### src/rtl/stopwatch_counter_if.sv
// Pushbutton / 100 Hz inputs and MM:SS.CC display outputs of the stopwatch.
interface stopwatch_counter_if;
  logic       CLK_100Hz;
  logic       start_stop_n;
  logic       lap_n;
  logic       clear_n;
  logic [3:0] cs_ones;
  logic [3:0] cs_tens;
  logic [3:0] s_ones;
  logic [3:0] s_tens;
  logic [3:0] m_ones;
  logic [3:0] m_tens;
  logic       running;
  logic       lap_active;
  logic       overflow;

  modport master (
    output CLK_100Hz, start_stop_n, lap_n, clear_n,
    input  cs_ones, cs_tens, s_ones, s_tens, m_ones, m_tens,
    input  running, lap_active, overflow
  );

  modport slave (
    input  CLK_100Hz, start_stop_n, lap_n, clear_n,
    output cs_ones, cs_tens, s_ones, s_tens, m_ones, m_tens,
    output running, lap_active, overflow
  );
endinterface

### src/rtl/stopwatch_counter.sv
// MM:SS.CC stopwatch: synchronised 100 Hz tick and buttons, run/stop/lap FSM,
// BCD live counter with a lap-freeze display register and sticky overflow.
module stopwatch_counter #(
  parameter int SYNC_STAGES = 2
) (
  input logic                CLK_50MHz,
  input logic                reset_n,
  stopwatch_counter_if.slave sw
);

  localparam int BTN_START = 0;
  localparam int BTN_LAP   = 1;
  localparam int BTN_CLEAR = 2;
  localparam logic [2:0] SETTLE_COUNT = 3'(SYNC_STAGES);
  localparam logic [5:0][3:0] DIGIT_MAX = {4'd5, 4'd9, 4'd5, 4'd9, 4'd9, 4'd9};

  typedef enum logic [1:0] {
    STOPPED = 2'd0,
    RUNNING = 2'd1,
    LAP     = 2'd2
  } state_t;

  state_t                       state_q, state_d;
  logic [SYNC_STAGES-1:0]       clk_sync_q;
  logic                         clk_prev_q;
  logic [2:0][SYNC_STAGES-1:0]  btn_sync_q;
  logic [2:0]                   btn_raw, btn_synced, btn_prev_q, btn_armed_q, press;
  logic [2:0]                   settle_cnt_q;
  logic                         settled, tick, count_en, lap_capture, carry, wrap;
  logic [5:0][3:0]              live, live_inc, lap_hold, shown;
  logic                         overflow_q;

  assign btn_raw = {sw.clear_n, sw.lap_n, sw.start_stop_n};
  assign settled = (settle_cnt_q == SETTLE_COUNT);

  // A button only arms once the chain holds real samples and shows it released,
  // so a button already held at reset release cannot fire until pressed again.
  always_ff @(posedge CLK_50MHz or negedge reset_n) begin
    if (!reset_n) begin
      clk_sync_q   <= '0;
      clk_prev_q   <= 1'b0;
      btn_sync_q   <= '1;
      btn_prev_q   <= '1;
      btn_armed_q  <= '0;
      settle_cnt_q <= '0;
    end else begin
      clk_sync_q <= {clk_sync_q[SYNC_STAGES-2:0], sw.CLK_100Hz};
      clk_prev_q <= clk_sync_q[SYNC_STAGES-1];
      for (int i = 0; i < 3; i++) begin
        btn_sync_q[i] <= {btn_sync_q[i][SYNC_STAGES-2:0], btn_raw[i]};
      end
      btn_prev_q <= btn_synced;
      if (!settled) begin
        settle_cnt_q <= settle_cnt_q + 3'd1;
      end
      btn_armed_q <= btn_armed_q | ({3{settled}} & btn_synced);
    end
  end

  always_comb begin
    for (int i = 0; i < 3; i++) begin
      btn_synced[i] = btn_sync_q[i][SYNC_STAGES-1];
    end
  end

  assign press = btn_armed_q & btn_prev_q & ~btn_synced;
  assign tick  = clk_sync_q[SYNC_STAGES-1] & ~clk_prev_q;

  always_ff @(posedge CLK_50MHz or negedge reset_n) begin
    if (!reset_n) begin
      state_q <= STOPPED;
    end else begin
      state_q <= state_d;
    end
  end

  // Priority clear > start_stop > lap; lower-priority presses are dropped.
  always_comb begin
    state_d     = state_q;
    count_en    = tick && (state_q != STOPPED);
    lap_capture = 1'b0;
    if (press[BTN_CLEAR]) begin
      state_d = STOPPED;
    end else if (press[BTN_START]) begin
      state_d = (state_q == STOPPED) ? RUNNING : STOPPED;
    end else if (press[BTN_LAP]) begin
      case (state_q)
        RUNNING: begin
          state_d     = LAP;
          lap_capture = 1'b1;
        end
        LAP:     state_d = RUNNING;
        default: state_d = state_q;
      endcase
    end
  end

  always_comb begin
    live_inc = live;
    carry    = 1'b1;
    for (int i = 0; i < 6; i++) begin
      if (carry) begin
        if (live[i] >= DIGIT_MAX[i]) begin
          live_inc[i] = 4'd0;
        end else begin
          live_inc[i] = live[i] + 4'd1;
          carry       = 1'b0;
        end
      end
    end
    wrap = carry;
  end

  // Lap capture takes the pre-tick live value; clear overrides any coincident tick.
  always_ff @(posedge CLK_50MHz or negedge reset_n) begin
    if (!reset_n) begin
      live       <= '0;
      lap_hold   <= '0;
      overflow_q <= 1'b0;
    end else if (press[BTN_CLEAR]) begin
      live       <= '0;
      lap_hold   <= '0;
      overflow_q <= 1'b0;
    end else begin
      if (count_en) begin
        live <= live_inc;
        if (wrap) begin
          overflow_q <= 1'b1;
        end
      end
      if (lap_capture) begin
        lap_hold <= live;
      end
    end
  end

  assign shown         = (state_q == LAP) ? lap_hold : live;
  assign sw.cs_ones    = shown[0];
  assign sw.cs_tens    = shown[1];
  assign sw.s_ones     = shown[2];
  assign sw.s_tens     = shown[3];
  assign sw.m_ones     = shown[4];
  assign sw.m_tens     = shown[5];
  assign sw.running    = (state_q != STOPPED);
  assign sw.lap_active = (state_q == LAP);
  assign sw.overflow   = overflow_q;

endmodule

### src/flat_wrapper.sv
// flat-port wrapper written by rule: the top's interface ports become plain ports
module stopwatch_counter_flat 
#(
  parameter int SYNC_STAGES = 2
)
  (CLK_50MHz, reset_n, sw_CLK_100Hz, sw_start_stop_n, sw_lap_n, sw_clear_n, sw_cs_ones, sw_cs_tens, sw_s_ones, sw_s_tens, sw_m_ones, sw_m_tens, sw_running, sw_lap_active, sw_overflow);
  stopwatch_counter_if sw_i ();
  input logic CLK_50MHz;
  input logic reset_n;
  input wire logic [$bits(sw_i.CLK_100Hz)-1:0] sw_CLK_100Hz;
  input wire logic [$bits(sw_i.start_stop_n)-1:0] sw_start_stop_n;
  input wire logic [$bits(sw_i.lap_n)-1:0] sw_lap_n;
  input wire logic [$bits(sw_i.clear_n)-1:0] sw_clear_n;
  output wire logic [$bits(sw_i.cs_ones)-1:0] sw_cs_ones;
  output wire logic [$bits(sw_i.cs_tens)-1:0] sw_cs_tens;
  output wire logic [$bits(sw_i.s_ones)-1:0] sw_s_ones;
  output wire logic [$bits(sw_i.s_tens)-1:0] sw_s_tens;
  output wire logic [$bits(sw_i.m_ones)-1:0] sw_m_ones;
  output wire logic [$bits(sw_i.m_tens)-1:0] sw_m_tens;
  output wire logic [$bits(sw_i.running)-1:0] sw_running;
  output wire logic [$bits(sw_i.lap_active)-1:0] sw_lap_active;
  output wire logic [$bits(sw_i.overflow)-1:0] sw_overflow;
  assign sw_i.CLK_100Hz = sw_CLK_100Hz;
  assign sw_i.start_stop_n = sw_start_stop_n;
  assign sw_i.lap_n = sw_lap_n;
  assign sw_i.clear_n = sw_clear_n;
  assign sw_cs_ones = sw_i.cs_ones;
  assign sw_cs_tens = sw_i.cs_tens;
  assign sw_s_ones = sw_i.s_ones;
  assign sw_s_tens = sw_i.s_tens;
  assign sw_m_ones = sw_i.m_ones;
  assign sw_m_tens = sw_i.m_tens;
  assign sw_running = sw_i.running;
  assign sw_lap_active = sw_i.lap_active;
  assign sw_overflow = sw_i.overflow;
  stopwatch_counter #(.SYNC_STAGES(SYNC_STAGES)) u_core (.CLK_50MHz(CLK_50MHz), .reset_n(reset_n), .sw(sw_i));
endmodule
### config.mk
export PLATFORM = sky130hd
export DESIGN_NAME = stopwatch_counter_flat
export DESIGN_NICKNAME = d
export VERILOG_FILES = /design/src/rtl/stopwatch_counter_if.sv /design/src/rtl/stopwatch_counter.sv /design/src/flat_wrapper.sv
export SDC_FILE = /design/constraint.sdc
export NUM_CORES = 1
export LEC_CHECK = 0
export CORE_ASPECT_RATIO = 1.2
export CORE_UTILIZATION = 30
export DETAILED_ROUTE_END_ITERATION = 10
export GPL_TIMING_DRIVEN = 0
export SKIP_CTS_REPAIR_TIMING = 1
export SLEW_MARGIN = 20
export SYNTH_ARGS = -nofsm -noshare
export SYNTH_HDL_FRONTEND = slang
export SYNTH_SLANG_ARGS = --single-unit
### constraint.sdc
create_clock -name CLK_50MHz -period 3.1 [get_ports CLK_50MHz]
set_clock_uncertainty 0.05 [all_clocks]
set_input_delay 0.62 -clock CLK_50MHz [delete_from_list [all_inputs] [get_ports CLK_50MHz]]
set_output_delay 0.62 -clock CLK_50MHz [all_outputs]
set_load 0.01 [all_outputs]
After elaboration in Yosys (flattened, before gate mapping). Index checks and enable logic that the tools add are counted.

Register bits after elaboration: 69. Input port bits: 6. Output and inout bits: 27. Word-level logic and storage cells: 104.

Add/sub/neg operators: 7. Order comparisons: 6. Eq/ne operators: 3. Muxes and demuxes: 39. Bitwise logic cells: 7. Reduce and logical (&&, ||, !) cells: 20.

Operator list (number): $mux 24 (5); $mux 4 (11); $add 4x1->4 const B (6); $mux 1 (19); $reduce_bool 2->1 (9); $ge 4x4->1 const B (4); $reduce_and 2->1 (7); $and 3x3->3 (3); $ge 4x3->1 const B (2); $mux 2 (3); $pmux 2 s2 (1); $reduce_bool 4->1 (1); $add 3x1->3 const B (1); $eq 3x2->1 const B (1); $not 3->3 (1); $or 3x3->3 (1); $reduce_bool 3->1 (1); $eq 2x1->1 const B (1); $eq 2x2->1 const B (1); $logic_not 2->1 (1); $and 1x1->1 (1); $logic_and 1x1->1 (1); $not 1->1 (1).

Logic depth before layout (Yosys ltp). Gate-level depths: netlist (run 1).

Depth in word-level cells: 10. Gate-level depth with buffers: 8. Depth with buffers taken out: 7.

Worst setup path after synthesis (run 1). OpenSTA, ideal clock, no wires.

Path kind: reg-to-reg. Start: reg u_core.live[8] (netlist name). End: reg u_core.live[22] (netlist name). Library setup time: 0.078 ns. Arrival time: 2.434 ns. Setup slack: 0.538 ns. Stages on the path, launching flop included: 9. Buffers on the path: 1. Period minus slack after synthesis: 2.562 ns. Cell sequence: dfrtp_1 > inv_1 > ha_1 > nor3b_1 > a2111o_1 > or4_1 > clkbuf_2 > or4b_1 > a21oi_1.

Word-level cells in the longest chain between the ends: 7.

RTL lines: from (decl) (line stopwatch_counter.sv:30) `logic [5:0][3:0] live, live_inc, lap_hold, shown;`; from (signal assigned) (line stopwatch_counter.sv:126) `live <= live_inc;`; $ge 4x4->1 (line stopwatch_counter.sv:103) `if (live[i] >= DIGIT_MAX[i]) begin`; $mux 1 (line stopwatch_counter.sv:103); $mux 1 (3 in a row) (line stopwatch_counter.sv:102) `if (carry) begin`; $reduce_bool 2->1 (no source line); $reduce_and 2->1 (no source line).

No other way between the ends. A chain may end at the register's enable or synchronous reset.

Worst setup path after layout (run 1).
Start: reg u_core.state_q[0]. End: out sw_cs_ones[3].

Word-level cells in the longest chain between the ends: 2.

RTL lines: from (decl) (line stopwatch_counter.sv:23) `state_t state_q, state_d;`; from (signal assigned) (line stopwatch_counter.sv:73) `state_q <= state_d;`; $eq 2x2->1 (line stopwatch_counter.sv:137) `assign shown = (state_q == LAP) ? lap_hold : live;`; $mux 24 (line stopwatch_counter.sv:137); to (decl) (line flat_wrapper.sv:14) `output wire logic [$bits(sw_i.cs_ones)-1:0] sw_cs_ones;`.

No other way between the ends.

==> impl_metrics.py, run 1 <==
metrics = {
    "grt": {
        "use_met3": 0.0315,
        "antenna_found_initial": 0,
        "grt_max_degree": 54,
        "gr-usage-met1": 0.182,
        "grt_pass1_vias": 2642,
        "busiest_layer": "met2",
        "grt_overflow_total": 0,
        "grt_pass1_wl_um": 13100,
        "met2_usage": 0.234,
        "grt_use_total": 0.145,
    },
    "pwr": {
        "ir_drop_mv": 0.270,
        "combPwrFrac": 0.104,
        "p_per_area_nw_per_um2": 527,
        "leakagePower_uw": 0.00181,
        "p_int_uw": 1660,
        "p_seq_frac": 0.439,
        "clkPwrFrac": 0.457,
        "power_switching_uw": 517,
        "p_sw_frac": 0.237,
    },
    "critical_path": {
        "reg2reg_depth": 8,
        "crit_path_start_kind": "flip-flop",
        "crit_arrival_ns": 2.33,
        "crit_buf_inv": 3,
        "crit-reg2reg-launch": "u_core.live[8]$_DFFE_PN0P_",
        "r2r_slack_ns": 0.30,
        "crit_family": "buffers and inverters",
        "rr_endpoint": "u_core.live[22]$_DFFE_PN0P_",
        "slowest_stage": "clkdlybuf4s50_1",
        "crit_type": "flip-flop to output pin",
        "cp_slowest_stage_delay_ns": 0.49,
        "crit_required_ns": 2.43,
        "path_max_fanout": 10,
        "crit_path_end_kind": "output pin",
        "crit_chain": "inv_1 -> ha_1 -> buf_2 -> mux2_2 -> clkdlybuf4s50_1",
    },
    "synthesis": {
        "synth-seq-cells": 69,
        "synth-edff-count": 0,
        "synth_area_leader_cell": "dfrtp_1",
        "synth_area_leaders": "dfrtp_1 (45%), ha_1 (8.6%), dfstp_2 (7.1%), a22o_1 (6.3%), o21ai_0 (4.2%)",
        "yosysMostFrequentCell": "dfrtp_1",
        "async_flop_share": 1.00,
        "synth-main-ff-cell": "dfrtp_1",
        "syn-mean-instance-area_sq_um": 10.6,
        "syn_nets": 345,
        "yosysSeqAreaShare": 0.520,
        "syn_inst": 316,
        "yosysWarningCount": 0,
        "synth_top_area_frac": 0.449,
        "synthTopCellsByCount": "dfrtp_1 (60), nand2_1 (28), o21ai_0 (28)",
        "synth_cell_types": 46,
        "syn-cell-area_sq_um": 3340,
    },
    "job": {
        "maxCapViolations": 0,
    },
    "clocking": {
        "clock_path_buffers": 2,
        "clkLatencyLatePin_ns": 0.33,
        "clockRootBuffer": "clkbuf_16",
        "path_clk_slew_ns": 0.05,
        "clock_sinks": 69,
        "cts_tree": "yes",
        "numCtsBuffers": 9,
        "htreeDepth": 3,
    },
    "floorplanning": {
        "io_pins": 33,
        "dieArea_sq_um": 11600,
        "initial_core_util": 0.313,
        "core_area_sq_um": 10700,
        "die_h_um": 118,
        "fp.dieW_um": 98.3,
        "num_rows": 41,
    },
    "sta": {
        "max_freq_ghz": 0.333,
        "rsz0062_at_grt": "false",
        "final_max_slew_viol_count": 0,
        "period_minus_slack_ns": 3.00,
        "worst_pin_slew_ns": 0.648,
        "setup_viol": 0,
        "fin_setup_tns_ns": 0,
        "hold_violations": 0,
        "setup_slack_ns": 0.0972,
        "slew_headroom": 0.568,
        "fin_crit_sh": 0.969,
    },
    "cells_and_area": {
        "fillers": 1068,
        "antenna_cells": 0,
        "layout-drive-gt1-share": 0.118,
        "layout.nets": 389,
        "area_growth_pct": 23.9,
    },
    "route": {
        "wl_per_cell_um": 15.6,
        "vias": 2548,
        "drt_first_pass_iters": 6,
        "dr.first_iter.drc_count": 138,
        "antenna_left": 0,
        "drc": 0,
        "vias_per_cell": 5.16,
        "routed_wl_um": 7720,
    },
    "place": {
        "io_buffers": 32,
        "routabilityCongestion": 0.792,
        "place_ws_ns": 0.121,
        "hpwl_um": 5240,
    },
    "outcome": {
        "status": "complete, no violations",
    },
    "worst_hold_path": {
        "min_path_type": "input pin to async pin",
    },
}
-- through the flow --
| step | util | area (sq um) | instances | total power, uW | hold WS (ns) |
|---|---|---|---|---|---|
| CTS | 0.388 | 4140 | 494 | 2210 | 0.105 |
| global route | 0.388 | 4140 | 494 | 2280 | 0.114 |
| finish | 0.388 | 4140 | 494 | 2180 | 0.110 |
| global placement | 0.358 | 3820 | 477 | 1190 | 0.282 |
| floorplan | - | 3340 | 316 | 1090 | 0.274 |
| detailed placement | 0.361 | 3850 | 478 | 1200 | 0.297 |
-- sequential cells by signal (all words and copies together), names as in the netlist --
register	flops
u_core.clk_sync_q	2
u_core.state_q	2
u_core.btn_prev_q	3
u_core.btn_armed_q	3
u_core.live	24
u_core.sw.overflow	1
u_core.lap_hold	24
u_core.settle_cnt_q	3
u_core.btn_sync_q	6
u_core.clk_prev_q	1
-- layout by cell type (no fill, tap or decap), drive strengths merged, types with 9 or more instances in the layout --
master / Yosys / routed
a21oi: 19 / 19
nor2: 18 / 18
nand3: 10 / 10
a22o: 24 / 24
clkdlybuf4s50: 0 / 31
inv: 20 / 20
o21ai: 28 / 28
dfstp: 9 / 9
dfrtp: 60 / 60
clkbuf: 13 / 27
ha: 23 / 23
nand2: 28 / 28
mux2: 11 / 11
-- worst max-delay path by stage --
stage          cells past startpoint                          start                         endpoint
2_1_floorplan                      8     u_core.live[8]$_DFFE_PN0P_      u_core.live[22]$_DFFE_PN0P_
3_3_place_gp                       1                        reset_n  u_core.lap_hold[14]$_DFFE_PN0P_
3_5_place_dp                       5  u_core.state_q[0]$_DFFE_PN0P_                    sw_cs_ones[3]
4_1_cts                            5  u_core.state_q[0]$_DFFE_PN0P_                    sw_cs_ones[3]
5_1_grt                            5  u_core.state_q[0]$_DFFE_PN0P_                    sw_cs_ones[3]
6_report                           5  u_core.state_q[0]$_DFFE_PN0P_                    sw_cs_ones[3]
-- layout make-up --
type                    instances  area (sq um)  area share
well taps                     129           161      0.0390
plain buffers                  14          56.3      0.0136
inverters                      20          75.1      0.0181
clock inverters                 2          35.0     0.00846
clock buffers                  14           254      0.0614
repair buffers                 33           345      0.0834
multi-input cells             213          1470       0.356
flip-flops and latches         69          1740       0.420
-- logic make-up after synthesis --
group	count (synthesis)	share of synthesized area
AO/OA/AOI/OAI	90	0.179
flip-flops	69	0.520
XOR/XNOR	1	0.00262
adder cells (fa/ha/maj)	23	0.0861
multiplexers	13	0.0431
AND/OR/NAND/NOR	86	0.130
buffers and inverters	34	0.0386
-- power groups by stage --
| stage | clock network (uW) | logic (uW) | registers, uW |
|---|---|---|---|
| global route | 1070 | 256 | 961 |
| CTS | 1020 | 232 | 957 |
| global placement | 0 | 223 | 970 |
| floorplan | 0 | 124 | 966 |
| detailed placement | 0 | 231 | 972 |
| finish | 996 | 228 | 957 |
-- routing by layer --
metal / vias up / part of all wire
met5: - / 0
met1: 1266 / 0.46
met4: 0 / 0.027
met2: 46 / 0.48
li1: 1218 / -
met3: 18 / 0.034
(Power assumes the default switching activity.)
==> run 2: changes to the inputs <==
Settings changed: CELL_PAD_IN_SITES_DETAIL_PLACEMENT from default to 1, CELL_PAD_IN_SITES_GLOBAL_PLACEMENT from default to 1, CTS_BUF_LIST from default to sky130_fd_sc_hd__clkbuf_16, PLACE_DENSITY_LB_ADDON from default to 0.1.
==> impl_metrics.py, run 2 (synthesis gave the netlist of run 1 again) <==
metrics = {
    "critical_path": {
        "rr_endpoint": "u_core.live[22]$_DFFE_PN0P_",
        "reg2reg_depth": 8,
        "crit_arrival_ns": 2.33,
        "crit_path_start_kind": "flip-flop",
        "slowest_stage": "clkdlybuf4s50_1",
        "cp_slowest_stage_delay_ns": 0.48,
        "crit_required_ns": 2.43,
        "crit_path_end_kind": "output pin",
        "crit-reg2reg-launch": "u_core.live[8]$_DFFE_PN0P_",
        "path_max_fanout": 10,
        "crit_chain": "inv_1 -> ha_1 -> buf_2 -> mux2_2 -> clkdlybuf4s50_1",
        "crit_type": "flip-flop to output pin",
        "r2r_slack_ns": 0.31,
    },
    "place": {
        "routabilityCongestion": 0.802,
        "hpwl_um": 5850,
        "io_buffers": 32,
        "dp.cells": 478,
    },
    "cells_and_area": {
        "layout-drive-gt1-share": 0.123,
        "finalNonFillerCells": 494,
        "layout.nets": 389,
        "antenna_cells": 0,
        "final_common_cell": "dfrtp_1",
        "area_growth_pct": 24.5,
        "layout_common_cells": "dfrtp_1 (60), clkdlybuf4s50_1 (31), nand2_1 (28), o21ai_0 (28), a22o_1 (24)",
        "fillers": 1204,
        "largestRegisters": "u_core.lap_hold (24), u_core.live (24), u_core.btn_sync_q (6)",
    },
    "outcome": {
        "status": "complete, no violations",
    },
    "grt": {
        "grt_overflow_total": 0,
        "grt_use_total": 0.162,
        "grt_pass1_wl_um": 14400,
        "grt_pass1_vias": 2724,
        "grt_max_degree": 44,
        "antenna_found_initial": 0,
    },
    "floorplanning": {
        "io_pins": 33,
        "die_h_um": 118,
        "fp.dieW_um": 98.3,
        "num_rows": 41,
        "dieArea_sq_um": 11600,
        "core_area_sq_um": 10700,
        "initial_core_util": 0.313,
    },
    "clocking": {
        "htreeDepth": 3,
        "numCtsBuffers": 9,
        "path_clk_slew_ns": 0.06,
        "clock_sinks": 69,
        "cts_tree": "yes",
        "clkLatencyLatePin_ns": 0.33,
        "clockRootBuffer": "clkbuf_16",
        "clock_path_buffers": 2,
    },
    "route": {
        "drt_first_pass_iters": 6,
        "wl_per_cell_um": 17.3,
        "vias": 2559,
        "antenna_left": 0,
        "drc": 0,
        "vias_per_cell": 5.18,
        "routed_wl_um": 8540,
        "dr.first_iter.drc_count": 115,
    },
    "pwr": {
        "p_total_uw": 2270,
        "p_per_area_nw_per_um2": 546,
        "p_sw_frac": 0.246,
        "power_switching_uw": 557,
        "clkPwrFrac": 0.477,
        "leakagePower_uw": 0.00183,
        "p_int_uw": 1710,
        "p_seq_frac": 0.422,
        "ir_drop_mv": 0.271,
        "combPwrFrac": 0.101,
    },
    "sta": {
        "fin_crit_sh": 0.969,
        "setup_viol": 0,
        "slew_headroom": 0.559,
        "period_minus_slack_ns": 3.00,
        "worst_pin_slew_ns": 0.656,
        "final_max_slew_viol_count": 0,
        "rsz0062_at_grt": "false",
        "max_freq_ghz": 0.333,
        "hold_violations": 0,
    },
    "job": {
        "maxCapViolations": 0,
    },
    "worst_hold_path": {
        "min_path_type": "input pin to async pin",
    },
}
run 2: changes by cell type in the layout (fill, tap and decap cells not counted):
| cell | previous run | this run |
|---|---|---|
| bufinv_16 | 1 | 2 |
| clkinv_2 | 1 | 2 |
| clkinv_1 | 0 | 2 |
| clkbuf_1 | 15 | 10 |
| clkbuf_8 | 1 | 0 |
| inv_1 | 20 | 21 |
| clkbuf_2 | 2 | 3 |
run 2: power groups by stage:
stage                     Clock (uW)  Combinational (uW)  Sequential, uW
final                           1080                 229             958
after global routing            1140                 261             962
after CTS                       1110                 237             958
after detailed placement           0                 236             974
after global placement             0                 228             971
after floorplan                    0                 124             966
run 2: final cells by class:
type / instances / area, sq um / share of cell area
clock buffers: 9 / 225 / 0.0542
inverters: 20 / 75.1 / 0.0181
clock inverters: 7 / 81.3 / 0.0196
well taps: 129 / 161 / 0.0388
multi-input cells: 213 / 1470 / 0.354
flip-flops and latches: 69 / 1740 / 0.418
plain buffers: 14 / 57.6 / 0.0138
repair buffers: 33 / 345 / 0.0831
run 2: worst max-delay path by stage:
stage | to | slack, ns | startpoint
2_1_floorplan | u_core.live[22]$_DFFE_PN0P_ | 0.54 | u_core.live[8]$_DFFE_PN0P_
3_3_place_gp | u_core.settle_cnt_q[0]$_DFFE_PN0P_ | -1.23 | reset_n
3_5_place_dp | sw_cs_ones[3] | 0.13 | u_core.state_q[0]$_DFFE_PN0P_
4_1_cts | sw_cs_ones[3] | -0.25 | u_core.state_q[0]$_DFFE_PN0P_
5_1_grt | sw_m_ones[3] | 0.006 | u_core.state_q[0]$_DFFE_PN0P_
6_report | sw_m_ones[3] | 0.1 | u_core.state_q[0]$_DFFE_PN0P_
run 2: per-layer routing:
layer	track usage	routed length, um
met1	0.217	4110
met4	0.0793	185
met2	0.255	4020
met3	0.0243	220
met5	0	0
run 2: stage by stage:
step                area [sq um]  worst slack [ns]  hold WS [ns]  setup TNS, ns  utilization
floorplan                   3340             0.538         0.274              0            -
global placement            3820             -1.23         0.285         -76.98        0.358
detailed placement          3850             0.130         0.290              0        0.361
CTS                         4150            -0.249         0.162          -2.50        0.389
global route                4160           0.00648         0.175              0        0.390
finish                      4160            0.0966         0.155              0        0.390
run 2: worst max-delay path: cells and delay by family, from the launching register on:
kind	cells	cell delay, ns
buffers and inverters	3	0.92
flip-flops	1	0.41
adder cells (fa/ha/maj)	1	0.26
multiplexers	1	0.40
==> variant (config.mk and constraints of run 1) <==
`SYNC_STAGES` is set to 2 in 2 places; all go to 4.
--- a/src/rtl/stopwatch_counter.sv
+++ b/src/rtl/stopwatch_counter.sv
@@ -3,3 +3,3 @@
 module stopwatch_counter #(
-  parameter int SYNC_STAGES = 2
+  parameter int SYNC_STAGES = 4
 ) (
--- a/src/flat_wrapper.sv
+++ b/src/flat_wrapper.sv
@@ -3,3 +3,3 @@
 #(
-  parameter int SYNC_STAGES = 2
+  parameter int SYNC_STAGES = 4
 )
Formal check against the unedited RTL: not equivalent (a bounded check fails within 10 cycles, from zero or initial values and one cycle with reset_n low).
==> variant against run 1 <==
Worst hold slack improved by 0.054 ns; global-route usage fell by 0.076 points; wire length rose by 0.88%; sequential power rose by 9.7%; cell area rose by 9.6%; highest routed layer unchanged; worst setup slack improved by 0.0061 ns; synthesized area rose by 7.7%; synthesized cell count rose by 0.32%; sequential cell count rose by 8; total power rose by 19%; sequential share of layout area rose by 0.90 points.
==> variant: results (changes against run 1) <==
Num CTS Buffers=9 (unchanged); R2R setup slack=0.80 ns (+0.50 ns); placed cells=507 (+6.1%); setup slack at placement=-0.127 ns (-0.248 ns); critical path fanouts, max=10 (unchanged); vias in the first global route=2759 (+4.4%); Syn Area/Cell=11.3 µm² (+7.3%); clk slew on worst S/H paths=0.06 ns; Final HPWL DP=5450 µm (+3.9%); worst rel slew slack=0.473 (-0.0957); Nets=390 (+0.26%); Fillers=1176 (+10%); Placed Area=4140 µm² (+7.6%); Post-Layout Cell Count=523 (+5.9%); FF-to-FF path depth=7 (-1); Worst VDD drop=0.000286 V (+6.1%); Lkg Pwr=2.03 nW (+12%); crit path max-delay cell type=clkdlybuf4s50_1; max-slew violation count=0 (unchanged); First-pass DRT Iterations=4 (-2); antenna violations before repair=0 (unchanged); Via density=4.84 (-6.1%); YS warnings=0 (unchanged); syn nets=346 (+0.29%); Hold Crit Class=input pin to async pin; grt met1 use=0.187 (+0.00491); max incr delay on CP=0.59 ns (+0.10 ns); status=completed; GRT Total Usage=0.145 (-0.000757); later-pin clock latency in the skew report=0.34 ns; reg-to-reg critical path startpoint=u_core.state_q[0]; sequential element share of the synthesized area=0.541 (+0.0206); drt initial violations=99 (-28%); largest net degree at the start of global routing=48 (-11%); library cells used by synthesis=49 (+6.5%); critical path type=flip-flop to output pin; Total Wirelength=7790 µm (+0.88%); Largest regs=u_core.lap_hold x24, u_core.live x24, u_core.btn_sync_q x12; H-tree depth=3 (unchanged); asr flop ratio synth=1.00 (unchanged); root buffer cell=clkbuf_16; layout cell share with drive strength beyond 1=0.164 (+0.0461); Critical path destination=sw_cs_ones[1]; top cells by count, synth=62 x dfrtp_1, 26 x nand2_1, 24 x a22o_1, 23 x ha_1, 23 x o21ai_0; first-pass GRT wire length=13600 µm (+3.5%); ant diodes=0 (unchanged); WP data arrival=2.33 ns (about the same); grt met2 use=0.229 (-0.00513); met3 Usage GRT=0.0338 (+0.00238); CTS Buffer Depth=2 (unchanged); synth top area cells=dfrtp_1 43%, dfstp_2 11%, ha_1 8.0%, a22o_1 5.8%, mux2_2 3.8%; IO buf count=32 (unchanged); Final GP Congestion=0.792 (about the same); fmax=334 MHz (+0.20%)
variant: how the worst min path moves through the flow:
stage                               startpoint                endpoint  slack, ns  cells after the start
after floorplan                        reset_n   u_core.btn_armed_q[0]       0.27                      0
after global placement    u_core.clk_sync_q[0]    u_core.clk_sync_q[1]       0.29                      0
after detailed placement  u_core.clk_sync_q[2]    u_core.clk_sync_q[3]       0.29                      0
after CTS                              reset_n  u_core.settle_cnt_q[0]       0.17                      1
after global routing                   reset_n  u_core.settle_cnt_q[0]       0.19                      1
final                                  reset_n  u_core.settle_cnt_q[2]       0.16                      1
variant: metrics by stage:
step / TNS (ns) / power [W] / utilization
2_1_floorplan: 0 / 0.00116 / -
3_3_place_gp: -87.06 / 0.00124 / 0.354
3_5_place_dp: -0.863 / 0.00125 / 0.356
4_1_cts: -6.19 / 0.00262 / 0.390
5_1_grt: 0 / 0.00268 / 0.390
6_report: 0 / 0.00259 / 0.390
variant: critical path: cells and delay by family, from the launching register on:
family / cells / cell delay, ns
flops: 1 / 0.40
fa+ha+maj: 1 / 0.19
simple gates: 1 / 0.08
buf+inv: 4 / 1.19
compound gates: 1 / 0.11
variant: cells by family after synthesis:
logic type / share of synthesized area
and+or+nand+nor: 0.144
muxes: 0.0459
adders and majority gates: 0.0800
DFF: 0.541
xor gates and xnor gates: 0.00487
buffers and inverters: 0.0344
AOI/OAI and AO/OA: 0.150
variant: final cells by class:
cell class	count	area (µm²)	area share
Clock inverter	6	159	0.0350
Clock buffer	10	229	0.0505
Inverter	19	71.3	0.0157
Tap cell	157	196	0.0433
Timing Repair Buffer	33	345	0.0761
Buffer	12	62.6	0.0138
Multi-Input combinational cell	209	1530	0.337
Sequential cell	77	1950	0.429
variant: report_power, final:
group          switching (W)  internal [W]  leakage, nW  total (W)
combinational       0.000115     0.0000630        0.853   0.000178
clock               0.000411      0.000951        0.187    0.00136
sequential         0.0000165       0.00104        0.989    0.00105
total               0.000542       0.00205         2.03    0.00259
variant: metal layers:
metal	up-vias	wire, µm
met2	47	3680
met1	1255	3710
met3	13	237
li1	1218	-
met4	0	159
met5	-	0
